==> src/rtl/bp_be_late_wb_queue_if.sv <==
// Late-writeback queue bundle: two result sources in,
// one register-file writeback out, plus occupancy status.
interface bp_be_late_wb_queue_if #(
   parameter int data_width_p     = 64,
   parameter int reg_addr_width_p = 5,
   parameter int els_p            = 4
);
   logic                          mem_v_i;
   logic                          mem_fp_i;
   logic [reg_addr_width_p-1:0]   mem_rd_addr_i;
   logic [data_width_p-1:0]       mem_data_i;
   logic                          mem_ready_o;
   logic                          long_v_i;
   logic                          long_fp_i;
   logic [reg_addr_width_p-1:0]   long_rd_addr_i;
   logic [data_width_p-1:0]       long_data_i;
   logic                          long_ready_o;
   logic                          wb_v_o;
   logic                          wb_fp_o;
   logic [reg_addr_width_p-1:0]   wb_rd_addr_o;
   logic [data_width_p-1:0]       wb_data_o;
   logic                          wb_yumi_i;
   logic [$clog2(els_p+1)-1:0]    count_o;
   logic                          empty_o;
   logic                          full_o;

   modport master (
      output mem_v_i, mem_fp_i, mem_rd_addr_i, mem_data_i,
      output long_v_i, long_fp_i, long_rd_addr_i, long_data_i,
      output wb_yumi_i,
      input  mem_ready_o, long_ready_o,
      input  wb_v_o, wb_fp_o, wb_rd_addr_o, wb_data_o,
      input  count_o, empty_o, full_o
   );

   modport slave (
      input  mem_v_i, mem_fp_i, mem_rd_addr_i, mem_data_i,
      input  long_v_i, long_fp_i, long_rd_addr_i, long_data_i,
      input  wb_yumi_i,
      output mem_ready_o, long_ready_o,
      output wb_v_o, wb_fp_o, wb_rd_addr_o, wb_data_o,
      output count_o, empty_o, full_o
   );
endinterface

==> src/rtl/bp_be_late_wb_queue.sv <==
// In-order queue of late-retiring results (dcache fills and
// long-latency ops) feeding the register-file late write port.
module bp_be_late_wb_queue #(
   parameter int data_width_p     = 64,
   parameter int reg_addr_width_p = 5,
   parameter int els_p            = 4
) (
   input  logic               clk_i,
   input  logic               reset_n_i,
   bp_be_late_wb_queue_if.slave bus
);
   localparam int PTR_W = $clog2(els_p);
   localparam int CNT_W = $clog2(els_p+1);

   logic [data_width_p-1:0]     r_data [els_p];
   logic [reg_addr_width_p-1:0] r_rd   [els_p];
   logic [els_p-1:0]            r_fp;
   logic [PTR_W-1:0]            r_rptr;
   logic [PTR_W-1:0]            r_wptr;
   logic [CNT_W-1:0]            r_count;

   logic [CNT_W-1:0] w_free;
   logic             w_mem_xfer;
   logic             w_long_xfer;
   logic             w_mem_st;
   logic             w_long_st;
   logic             w_deq;
   logic [PTR_W-1:0] w_long_wptr;

   // Readiness looks only at the registered count, so there
   // is no combinational path from yumi to ready.
   assign w_free = CNT_W'(els_p) - r_count;

   assign bus.mem_ready_o  = (w_free >= CNT_W'(1));
   assign bus.long_ready_o = (w_free >= CNT_W'(2))
                           | ((w_free == CNT_W'(1))
                              & ~bus.mem_v_i);

   assign w_mem_xfer  = bus.mem_v_i  & bus.mem_ready_o;
   assign w_long_xfer = bus.long_v_i & bus.long_ready_o;

   // Writes to integer x0 are accepted and dropped.
   assign w_mem_st  = w_mem_xfer
                    & (bus.mem_fp_i | (|bus.mem_rd_addr_i));
   assign w_long_st = w_long_xfer
                    & (bus.long_fp_i | (|bus.long_rd_addr_i));

   assign w_long_wptr = r_wptr + PTR_W'(w_mem_st);

   assign w_deq = bus.wb_v_o & bus.wb_yumi_i;

   assign bus.wb_v_o       = (r_count != '0);
   assign bus.wb_fp_o      = r_fp[r_rptr];
   assign bus.wb_rd_addr_o = r_rd[r_rptr];
   assign bus.wb_data_o    = r_data[r_rptr];
   assign bus.count_o      = r_count;
   assign bus.empty_o      = (r_count == '0);
   assign bus.full_o       = (r_count == CNT_W'(els_p));

   always_ff @(posedge clk_i or negedge reset_n_i) begin
      if (!reset_n_i) begin
         r_rptr  <= '0;
         r_wptr  <= '0;
         r_count <= '0;
      end else begin
         r_wptr  <= r_wptr + PTR_W'(w_mem_st)
                           + PTR_W'(w_long_st);
         r_rptr  <= r_rptr + PTR_W'(w_deq);
         r_count <= r_count + CNT_W'(w_mem_st)
                            + CNT_W'(w_long_st)
                            - CNT_W'(w_deq);
      end
   end

   always_ff @(posedge clk_i) begin
      if (w_mem_st) begin
         r_data[r_wptr] <= bus.mem_data_i;
         r_rd[r_wptr]   <= bus.mem_rd_addr_i;
         r_fp[r_wptr]   <= bus.mem_fp_i;
      end
      if (w_long_st) begin
         r_data[w_long_wptr] <= bus.long_data_i;
         r_rd[w_long_wptr]   <= bus.long_rd_addr_i;
         r_fp[w_long_wptr]   <= bus.long_fp_i;
      end
   end
endmodule

==> src/flat_wrapper.sv <==
// flat-port wrapper written by rule: the top's interface ports become plain ports
module bp_be_late_wb_queue_flat 
#(
   parameter int data_width_p     = 64,
   parameter int reg_addr_width_p = 5,
   parameter int els_p            = 4
)
  (clk_i, reset_n_i, bus_mem_v_i, bus_mem_fp_i, bus_mem_rd_addr_i, bus_mem_data_i, bus_long_v_i, bus_long_fp_i, bus_long_rd_addr_i, bus_long_data_i, bus_wb_yumi_i, bus_mem_ready_o, bus_long_ready_o, bus_wb_v_o, bus_wb_fp_o, bus_wb_rd_addr_o, bus_wb_data_o, bus_count_o, bus_empty_o, bus_full_o);
  bp_be_late_wb_queue_if #(.data_width_p(data_width_p), .reg_addr_width_p(reg_addr_width_p), .els_p(els_p)) bus_i ();
  input  logic clk_i;
  input  logic reset_n_i;
  input wire logic [$bits(bus_i.mem_v_i)-1:0] bus_mem_v_i;
  input wire logic [$bits(bus_i.mem_fp_i)-1:0] bus_mem_fp_i;
  input wire logic [$bits(bus_i.mem_rd_addr_i)-1:0] bus_mem_rd_addr_i;
  input wire logic [$bits(bus_i.mem_data_i)-1:0] bus_mem_data_i;
  input wire logic [$bits(bus_i.long_v_i)-1:0] bus_long_v_i;
  input wire logic [$bits(bus_i.long_fp_i)-1:0] bus_long_fp_i;
  input wire logic [$bits(bus_i.long_rd_addr_i)-1:0] bus_long_rd_addr_i;
  input wire logic [$bits(bus_i.long_data_i)-1:0] bus_long_data_i;
  input wire logic [$bits(bus_i.wb_yumi_i)-1:0] bus_wb_yumi_i;
  output wire logic [$bits(bus_i.mem_ready_o)-1:0] bus_mem_ready_o;
  output wire logic [$bits(bus_i.long_ready_o)-1:0] bus_long_ready_o;
  output wire logic [$bits(bus_i.wb_v_o)-1:0] bus_wb_v_o;
  output wire logic [$bits(bus_i.wb_fp_o)-1:0] bus_wb_fp_o;
  output wire logic [$bits(bus_i.wb_rd_addr_o)-1:0] bus_wb_rd_addr_o;
  output wire logic [$bits(bus_i.wb_data_o)-1:0] bus_wb_data_o;
  output wire logic [$bits(bus_i.count_o)-1:0] bus_count_o;
  output wire logic [$bits(bus_i.empty_o)-1:0] bus_empty_o;
  output wire logic [$bits(bus_i.full_o)-1:0] bus_full_o;
  assign bus_i.mem_v_i = bus_mem_v_i;
  assign bus_i.mem_fp_i = bus_mem_fp_i;
  assign bus_i.mem_rd_addr_i = bus_mem_rd_addr_i;
  assign bus_i.mem_data_i = bus_mem_data_i;
  assign bus_i.long_v_i = bus_long_v_i;
  assign bus_i.long_fp_i = bus_long_fp_i;
  assign bus_i.long_rd_addr_i = bus_long_rd_addr_i;
  assign bus_i.long_data_i = bus_long_data_i;
  assign bus_i.wb_yumi_i = bus_wb_yumi_i;
  assign bus_mem_ready_o = bus_i.mem_ready_o;
  assign bus_long_ready_o = bus_i.long_ready_o;
  assign bus_wb_v_o = bus_i.wb_v_o;
  assign bus_wb_fp_o = bus_i.wb_fp_o;
  assign bus_wb_rd_addr_o = bus_i.wb_rd_addr_o;
  assign bus_wb_data_o = bus_i.wb_data_o;
  assign bus_count_o = bus_i.count_o;
  assign bus_empty_o = bus_i.empty_o;
  assign bus_full_o = bus_i.full_o;
  bp_be_late_wb_queue #(.data_width_p(data_width_p), .reg_addr_width_p(reg_addr_width_p), .els_p(els_p)) u_core (.clk_i(clk_i), .reset_n_i(reset_n_i), .bus(bus_i));
endmodule
==> config.mk <==
export PLATFORM = sky130hd
export DESIGN_NAME = bp_be_late_wb_queue_flat
export DESIGN_NICKNAME = d
export VERILOG_FILES = /design/src/rtl/bp_be_late_wb_queue_if.sv /design/src/rtl/bp_be_late_wb_queue.sv /design/src/flat_wrapper.sv
export SDC_FILE = /design/constraint.sdc
export NUM_CORES = 1
export LEC_CHECK = 0
export ABC_AREA = 0
export CAP_MARGIN = 0
export CORE_MARGIN = 2
export CORE_UTILIZATION = 60
export CTS_BUF_LIST = sky130_fd_sc_hd__clkbuf_4 sky130_fd_sc_hd__clkbuf_8
export DETAILED_ROUTE_END_ITERATION = 7
export PLACE_DENSITY = 0.88
export SLEW_MARGIN = 20
export SYNTH_ARGS = -nofsm -noshare
export SYNTH_HDL_FRONTEND = slang
export SYNTH_SLANG_ARGS = --single-unit
==> constraint.sdc <==
create_clock -name clk_i -period 11.6 [get_ports clk_i]
set_input_delay 2.32 -clock clk_i [delete_from_list [all_inputs] [get_ports clk_i]]
set_output_delay 2.32 -clock clk_i [all_outputs]
set_load 0.02 [all_outputs]
==> results of run 1 <==
-- power by group through the flow --
stage	clock, µW	sequential (µW)	combinational (µW)
after floorplan	0	2010	1800
after global placement	0	2040	2570
after detailed placement	0	2070	2590
after CTS	810	2050	2610
after global routing	850	2090	2730
final	796	2050	2600
-- cells in the final DEF (no fill, tap or decap), types with 10 or more instances in the layout --
cell and instances:
clkbuf_8 46, edfxtp_1 276, mux2_4 96, mux2_2 180, clkbuf_4 17, inv_1 10, clkdlybuf4s50_1 222, mux4_2 70
clkinv_1 12, buf_4 10
-- registers in the layout (all words and copies together), names as in the netlist --
signal,flops
u_core.r_fp,4
u_core.r_rptr,2
u_core.r_wptr,2
u_core.bus.count_o,3
u_core.r_data,256
u_core.r_rd,20
-- critical path: cells and delay by family --
| family | cells | cell delay, ns |
|---|---|---|
| and+or+nand+nor | 3 | 1.36 |
| buffers and inverters | 3 | 1.29 |
| AOI/OAI and AO/OA | 2 | 0.98 |
| adders and majority gates | 1 | 0.25 |
| xor gates and xnor gates | 1 | 0.18 |
-- metal layers --
metal / up-vias / wire length (µm)
met5: - / 0
met4: 0 / 561
met3: 47 / 2150
met2: 334 / 16300
met1: 4099 / 12600
li1: 3566 / -
-- final cells by class --
type	count	area (µm²)	area share [%]
repair buffers	233	2310	13.0
flip-flops and latches	287	8550	48.1
multi-input cells	408	5640	31.7
clock buffers	63	761	4.28
well taps	319	399	2.25
clock inverters	15	68.8	0.387
inverters	11	41.3	0.232
-- path summary, 6_finish.rpt --
kind | from | endpoint | slack [ns]
hold / removal | u_core.r_fp[3] | u_core.r_fp[3] | 0.50
max in group asynchronous | reset_n_i | u_core.r_rptr[1] | 9.27
setup / recovery | bus_mem_rd_addr_i[2] | u_core.r_data[3][29] | 5.33
hold reg to reg | u_core.r_fp[3] | u_core.r_fp[3] | 0.50
min in group asynchronous | reset_n_i | u_core.bus.count_o[2] | 2.05
setup reg to reg | u_core.bus.count_o[1] | u_core.r_data[3][29] | 6.74
-- logic make-up (layout without fill, tap and decap cells) --
group	count (synthesis)	count (layout)	synth area share (%)
simple gates	31	31	1.30
xor+xnor	5	5	0.354
mux	346	346	34.8
fa+ha+maj	11	11	1.05
compound gates	15	15	0.940
buf+inv	58	322	2.67
flops	287	287	58.9
-- through the flow --
stage	setup slack, ns	cell area (µm²)	utilization, %	hold slack (ns)
floorplan	3.28	14500	-	0.466
global placement	4.83	16900	71.7	0.488
detailed placement	4.78	16900	71.7	0.490
CTS	5.34	17800	75.2	0.498
global route	5.15	17800	75.3	0.526
finish	5.33	17800	75.3	0.504
==> flow_metrics.tcl, run 1 <==
set metrics [dict create \
    async_flop_share_pct 2.44 \
    dp_hpwl_mm 19.3 \
    ys_types 38 \
    rsz0062_at_grt "no" \
    tightest_slew_ns 1.14 \
    cts_root_buf "clkbuf_8" \
    cell_internal_pwr_uw 3540 \
    first_global_vias 8734 \
    critPathSlowestCell "buf_4" \
    ant_nets 0 \
    maxSlewViolCount 0 \
    start_util_pct 61.4 \
    met2_usage_pct 43.4 \
    io_buffers 222 \
    critPathArrivalTime_ns 6.44 \
    setup.worst_path.end_class "flip-flop" \
    drt_iter0_drc 685 \
    synth_nets 909 \
    cp-start-kind "input port" \
    wl_per_cell_um 23.7 \
    dieArea_um2 25400 \
    r2r_cells 12 \
    fin_skew_ns 0.0174 \
    cts_hold_buf 0 \
    numCtsBuffers 46 \
    yosysMostFrequentCell "edfxtp_1" \
    syn2layout_area_growth_pct 22.5 \
    fmax_ghz 0.159 \
    syn_area_um2 14500 \
    period_share_pct 54.1 \
    n_fill_cell 1379 \
    std_cell_rows 56 \
    leakagePower_uw 0.00640 \
    yosys_warnings 0 \
    dp_cells 1257 \
    drc_errors 0 \
    cts_resized 0 \
    p_sw_uw 1900 \
    max_stage_delay_ns 0.66 \
    switching_share_pct 35.0 \
    antenna_found_initial 1 \
    power_uw 5440 \
    fin_setup_tns_ns 0 \
    synth_edf_count 276 \
    worstPathRequired_ns 11.77 \
    ir_drop_mv 0.245 \
    sequentialPowerShare_pct 37.6 \
    gr-max-usage-layer "met2" \
    cts_tree "yes" \
    seq_area_frac_synth_pct 58.9 \
    cts_buffer_depth 3 \
    grt_pass1_wl_mm 48.5 \
    antenna_cells 0 \
    core_area_um2 23600 \
    hold_violations 0 \
    grt_max_degree 72 \
    grt_use_total_pct 24.7 \
    cp_max_fo 42 \
    synth_top_area_share_pct 57.1 \
    synth_seq_cells 287 \
    synth_ff_type "edfxtp_1" \
    num_vias 8046 \
    power_frac_clock_pct 14.6 \
    use_met1_pct 31.4 \
    drtPass1Iterations 4 \
    synthTopCellsByCount "edfxtp_1 (276), mux2_2 (180), mux2_4 (96), mux4_2 (70), buf_6 (19)" \
    syn_inst 753 \
    use_met3_pct 5.21 \
    clkLatencyLatePin_ns 0.55 \
    worstHoldPathType "flip-flop to flip-flop" \
    clock-sinks 287 \
    htreeDepth 2 \
    finalSetupViolCount 0 \
    die_w_um 159 \
    p_comb_share_pct 47.8 \
    synthTopCellsByArea "edfxtp_1 (57%), mux2_2 (14%), mux4_2 (11%)" \
    grt_overflow_total 0 \
    path_cells "clkdlybuf4s50_1 > or4_1 > o311ai_4 > inv_2 > ha_1 > xnor2_2 > nand2b_1 > or3_4 > o21ai_4 > buf_4" \
    path_clk_slew_ns 0.06 \
    slew_headroom_pct 24.3 \
    syn_area_per_cell_um2 19.3 \
    maxCapViolCount 0 \
    fin_nets 1143 \
    status "finished clean" \
    finalCriticalPeriod_ns 6.27 \
    viasPerCell 6.02 \
    postCtsSetupBuffers 0 \
    dieHeight_um 159 \
    power.density_nw_per_um2 306 \
    ios 223 \
    routed_wl_mm 31.6 \
    gp_congestion 0.827 \
    crit_type "input port to flip-flop" \
    drive_gt1_share_pct 43.1 \
    layout.cells.non_filler 1336 \
    synth_top_cell_by_area "edfxtp_1" \
    min_path_cells 2 \
]
No activity file was read; power rests on OpenSTA's default activity.
==> run 2: changes to the inputs <==
--- a/config.mk
+++ b/config.mk
@@ -8,10 +8,10 @@
 export ABC_AREA = 0
 export CAP_MARGIN = 0
 export CORE_MARGIN = 2
-export CORE_UTILIZATION = 60
+export CORE_UTILIZATION = 56
 export CTS_BUF_LIST = sky130_fd_sc_hd__clkbuf_4 sky130_fd_sc_hd__clkbuf_8
 export DETAILED_ROUTE_END_ITERATION = 7
-export PLACE_DENSITY = 0.88
+export PLACE_DENSITY = 0.82
 export SLEW_MARGIN = 20
 export SYNTH_ARGS = -nofsm -noshare
 export SYNTH_HDL_FRONTEND = slang
==> constraint.sdc (replaced) <==
create_clock -name clk_i -period 6 [get_ports clk_i]
set_input_delay 1.2 -clock clk_i [delete_from_list [all_inputs] [get_ports clk_i]]
set_output_delay 1.2 -clock clk_i [all_outputs]
set_load 0.02 [all_outputs]
==> flow_metrics.tcl, run 2 (synthesized netlist as in run 1, its figures left out) <==
set metrics [dict create \
    status "finished clean" \
    p_sw_uw 3690 \
    finalCriticalPeriod_ns 4.52 \
    cts_tree "yes" \
    antenna_found_initial 2 \
    met1Wirelength_mm 13.3 \
    routed-wl-met2_mm 15.2 \
    sequentialPowerShare_pct 36.7 \
    drt_iter0_drc 685 \
    maxSlewViolCount 0 \
    n_fill_cell 1617 \
    fin_skew_ns 0.0194 \
    wl_met3_mm 2.51 \
    drc_errors 0 \
    start_util_pct 57.3 \
    crit_type "input port to flip-flop" \
    period_share_pct 75.4 \
    p_comb_share_pct 48.1 \
    die_w_um 165 \
    cts_hold_buf 0 \
    ant_nets 0 \
    maxCapViolCount 0 \
    setup.worst_path.end_class "flip-flop" \
    highest_layer "met5" \
    slew_headroom_pct 35.6 \
    dieArea_um2 27200 \
    cts_buffer_depth 3 \
    power_frac_clock_pct 15.2 \
    ir_drop_mv 0.606 \
    critPathSlowestCell "or4_1" \
    clkLatencyLatePin_ns 0.56 \
    io_buffers 222 \
    tightest_slew_ns 0.967 \
    max_stage_delay_ns 0.59 \
    grt_pass1_wl_mm 48.3 \
    path_cells "clkdlybuf4s50_1 > or4_1 > o311ai_4 > buf_4 > inv_2 > ha_1 > xnor2_2 > nand2b_1 > or3_4 > buf_12 > mux2_2" \
    grt_max_degree 70 \
    first_global_vias 8619 \
    crit_buf_inv 4 \
    clock-sinks 287 \
    std_cell_rows 58 \
    fmax_ghz 0.221 \
    path_clk_slew_ns 0.06 \
    cp-start-kind "input port" \
    core_area_um2 25300 \
    power_uw 10700 \
    dp_hpwl_mm 19.2 \
    switching_share_pct 34.6 \
    numCtsBuffers 46 \
    mostFrequentLayoutCells "edfxtp_1 (276), clkdlybuf4s50_1 (222), mux2_2 (180)" \
    power.density_nw_per_um2 594 \
    fin_nets 1144 \
    top_regs "u_core.r_data (256), u_core.r_rd (20), u_core.r_fp (4)" \
    rsz0062_at_grt "no" \
    grt_overflow_total 0 \
    fin_setup_tns_ns 0 \
    cts_resized 0 \
    largest_register_ffs 256 \
    routed_wl_mm 31.5 \
    num_vias 8022 \
    htreeDepth 2 \
    leakagePower_uw 0.00648 \
    place_ws_ns 0.942 \
    worstHoldPathType "flip-flop to flip-flop" \
    dieHeight_um 165 \
    regMostFlops "u_core.r_data" \
    gp_congestion 0.881 \
    ios 223 \
    cell_internal_pwr_uw 6970 \
    postCtsSetupBuffers 0 \
    worstPathRequired_ns 6.29 \
    critPathArrivalTime_ns 4.82 \
    cts_root_buf "clkbuf_8" \
    finalSetupViolCount 0 \
    setup_slack_ns 1.48 \
    crit_family "simple AND/OR/NAND/NOR gates" \
    drive_gt1_share_pct 43.9 \
    antenna_cells 0 \
    hold_violations 0 \
    drtPass1Iterations 5 \
    layout_commonest_cell "edfxtp_1" \
    wl_per_cell_um 23.4 \
    syn2layout_area_growth_pct 23.8 \
    cp_max_fo 39 \
    viasPerCell 5.94 \
    grt_use_total_pct 23.8 \
]
## run 2: changes by cell type in the layout (fill, tap and decap cells not counted)
cell	before	now
buf_8	1	0
clkinv_2	0	2
inv_6	1	0
clkinvlp_4	2	1
clkinv_1	12	5
clkbuf_8	46	49
buf_12	0	9
buf_4	10	3
clkbuf_4	17	23
## run 2: metal layers
metal,track usage (%),up-vias
met1,31.6,4084
met5,0,-
met2,39.0,314
met3,6.55,53
li1,-,3567
met4,6.40,4
## run 2: final timing paths
check	from	cells past startpoint	slack, ns	endpoint
setup reg to reg	u_core.bus.count_o[1]	13	1.57	u_core.r_data[3][12]
min in group asynchronous	reset_n_i	1	0.91	u_core.bus.count_o[2]
max in group asynchronous	reset_n_i	1	4.81	u_core.r_rptr[1]
setup / recovery	bus_mem_rd_addr_i[3]	11	1.48	u_core.r_data[3][12]
hold / removal	u_core.r_fp[2]	2	0.50	u_core.r_fp[2]
hold reg to reg	u_core.r_fp[2]	2	0.50	u_core.r_fp[2]
## run 2: final cells by class
cell class,instances,area [µm²],area share (%)
inverters,11,41.3,0.230
repair buffers,234,2420,13.5
clock inverters,8,36.3,0.202
flip-flops and latches,287,8550,47.6
well taps,330,413,2.30
multi-input cells,408,5640,31.4
clock buffers,72,847,4.72
## run 2: per-stage QoR
| stage | std cells | hold slack [ns] | area (µm²) | util, % |
|---|---|---|---|---|
| 6_report | 1350 | 0.498 | 18000 | 70.9 |
| 5_1_grt | 1350 | 0.525 | 18000 | 70.9 |
| 4_1_cts | 1350 | 0.494 | 18000 | 70.9 |
| 3_5_place_dp | 1270 | 0.486 | 17100 | 67.4 |
| 3_3_place_gp | 1270 | 0.482 | 17100 | 67.4 |
| 2_1_floorplan | 753 | 0.466 | 14500 | - |
## run 2: worst min-delay path: cells and delay by family (launching register included)
kind	cells	cell delay [ns]
DFF	1	0.31
AOI/OAI and AO/OA	2	0.13
## run 2: power by group through the flow
stage / registers, µW / logic [µW] / clock network (µW)
6_report: 3910 / 5130 / 1620
2_1_floorplan: 3830 / 3480 / 0
3_5_place_dp: 3970 / 5170 / 0
4_1_cts: 3930 / 5190 / 1650
5_1_grt: 4010 / 5430 / 1740
3_3_place_gp: 3920 / 5120 / 0
==> run 3: changes to the inputs <==
--- a/config.mk
+++ b/config.mk
@@ -8,10 +8,10 @@
 export ABC_AREA = 0
 export CAP_MARGIN = 0
 export CORE_MARGIN = 2
-export CORE_UTILIZATION = 56
+export CORE_UTILIZATION = 51
 export CTS_BUF_LIST = sky130_fd_sc_hd__clkbuf_4 sky130_fd_sc_hd__clkbuf_8
 export DETAILED_ROUTE_END_ITERATION = 7
-export PLACE_DENSITY = 0.82
+export PLACE_DENSITY = 0.79
 export SLEW_MARGIN = 20
 export SYNTH_ARGS = -nofsm -noshare
 export SYNTH_HDL_FRONTEND = slang
==> constraint.sdc (replaced) <==
create_clock -name clk_i -period 3.7 [get_ports clk_i]
set_input_delay 0.74 -clock clk_i [delete_from_list [all_inputs] [get_ports clk_i]]
set_output_delay 0.74 -clock clk_i [all_outputs]
set_load 0.02 [all_outputs]
==> flow_metrics.tcl, run 3 (synthesized netlist as in run 1, its figures left out) <==
set metrics [dict create \
    worstPathRequired_ns 4.00 \
    power_uw 18100 \
    tightest_slew_ns 0.707 \
    drt_iter0_drc 449 \
    cts_hold_buf 0 \
    finalSetupViolCount 0 \
    top_regs "u_core.r_data (256), u_core.r_rd (20), u_core.r_fp (4)" \
    holdWs_ns 0.452 \
    place_ws_ns -0.220 \
    r2r_cells 13 \
    status "finished clean" \
    worstHoldPathType "input port to asynchronous set/reset pin" \
    io_buffers 222 \
    largest_register_ffs 256 \
    setup.worst_path.end_class "flip-flop" \
    grt_max_degree 32 \
    htreeDepth 2 \
    sequentialPowerShare_pct 34.2 \
    std_cell_rows 61 \
    p_sw_uw 6220 \
    cp-start-kind "flip-flop" \
    fin_skew_ns 0.0167 \
    period_share_pct 94.4 \
    dieHeight_um 173 \
    fin_nets 1187 \
    antenna_found_initial 2 \
    path_cells "inv_1 > ha_1 > ha_1 > or4b_4 > o311ai_4 > inv_2 > ha_4 > xnor2_4 > nand2_1 > buf_4 > nor3_1 > buf_4 > mux2_2" \
    leakagePower_uw 0.00675 \
    viasPerCell 5.64 \
    clock-sinks 287 \
    cp_max_fo 4 \
    finalCriticalPeriod_ns 3.49 \
    grt_use_total_pct 22.2 \
    rsz0062_at_grt "no" \
    dieArea_um2 29800 \
    drtPass1Iterations 5 \
    layout_commonest_cell "edfxtp_1" \
    routed_wl_mm 32.9 \
    ant_nets 0 \
    ios 223 \
    clkLatencyLatePin_ns 0.56 \
    start_util_pct 52.1 \
    dp_hpwl_mm 21.5 \
    n_fill_cell 1922 \
    cts_root_buf "clkbuf_8" \
    crit_type "flip-flop to flip-flop" \
    core_area_um2 27900 \
    slew_headroom_pct 52.9 \
    final-seq-area_um2 8550 \
    first_global_vias 8993 \
    syn2layout_area_growth_pct 27.9 \
    wl_per_cell_um 22.7 \
    regMostFlops "u_core.r_data" \
    maxCapViolCount 0 \
    cell_internal_pwr_uw 11800 \
    power_frac_clock_pct 14.7 \
    ir_drop_mv 0.596 \
    cts_resized 0 \
    cts_buffer_depth 3 \
    setup_slack_ns 0.209 \
    critPathArrivalTime_ns 3.79 \
    max_stage_delay_ns 0.52 \
    grt_pass1_wl_mm 51.1 \
    gp_congestion 0.871 \
    drive_gt1_share_pct 46.0 \
    die_w_um 173 \
    fmax_ghz 0.286 \
    maxSlewViolCount 0 \
    num_vias 8161 \
    mostFrequentLayoutCells "edfxtp_1 (276), clkdlybuf4s50_1 (222), mux2_2 (180)" \
    numCtsBuffers 48 \
    multiInputGateArea_um2 5680 \
    path_clk_slew_ns 0.06 \
    power.density_nw_per_um2 973 \
    switching_share_pct 34.5 \
    postCtsSetupBuffers 0 \
    hold_violations 0 \
    cts_tree "yes" \
    grt_overflow_total 0 \
    critPathSlowestCell "or4b_4" \
    drc_errors 0 \
    p_comb_share_pct 51.1 \
]
[run 3: cell count changes in the layout (fill, tap and decap cells not counted), moves of 2 or more]
cell,delta
clkbuf_4,-4
buf_12,+13
clkinv_1,+9
dfrtp_1,-2
buf_4,+28
dfrtp_2,+2
[run 3: worst paths after layout]
path / to / from / slack (ns)
min in group clk_i: u_core.r_fp[0] / u_core.r_fp[0] / 0.49
max: u_core.r_rd[1][0] / u_core.bus.count_o[0] / 0.21
min: u_core.bus.count_o[2] / reset_n_i / 0.45
max reg2reg: u_core.r_rd[1][0] / u_core.bus.count_o[0] / 0.21
max in group asynchronous: u_core.r_rptr[1] / reset_n_i / 2.97
min reg2reg: u_core.r_fp[0] / u_core.r_fp[0] / 0.49
[run 3: metrics by stage]
step / util, % / cells / TNS [ns] / area (µm²)
floorplan: - / 753 / -52.20 / 14600
global placement: 63.3 / 1359 / -53.86 / 17600
detailed placement: 63.3 / 1359 / -76.32 / 17600
CTS: 66.6 / 1445 / 0 / 18500
global route: 66.6 / 1445 / 0 / 18500
finish: 66.6 / 1446 / 0 / 18500
[run 3: final cells by class]
class                   instances  area share, %
inverters                      11          0.223
diodes                          1         0.0135
clock inverters                17          0.391
well taps                     378           2.55
multi-input cells             408           30.6
repair buffers                275           15.6
flip-flops and latches        287           46.1
clock buffers                  69           4.48
[run 3: worst max-delay path, delay by kind of cell (launching register included)]
kind | cells | cell delay, ns
fa+ha+maj | 3 | 0.72
xor+xnor | 1 | 0.16
flops | 1 | 0.41
mux | 1 | 0.34
compound gates | 1 | 0.12
buf+inv | 4 | 0.55
simple gates | 3 | 0.93
[run 3: power groups by stage]
stage	Combinational, µW	Sequential, µW	Clock, µW
after floorplan	5770	6050	0
after global placement	9230	6190	0
after detailed placement	9320	6260	0
after CTS	9350	6190	2700
after global routing	9740	6300	2840
final	9230	6180	2650
[run 3: per-layer routing]
metal | wire (µm) | vias up | GRT usage (%)
met5 | 13 | - | 0
met4 | 658 | 2 | 6.66
met3 | 1990 | 58 | 5.21
met2 | 16600 | 270 | 37.8
met1 | 13600 | 4178 | 28.5
li1 | - | 3653 | -
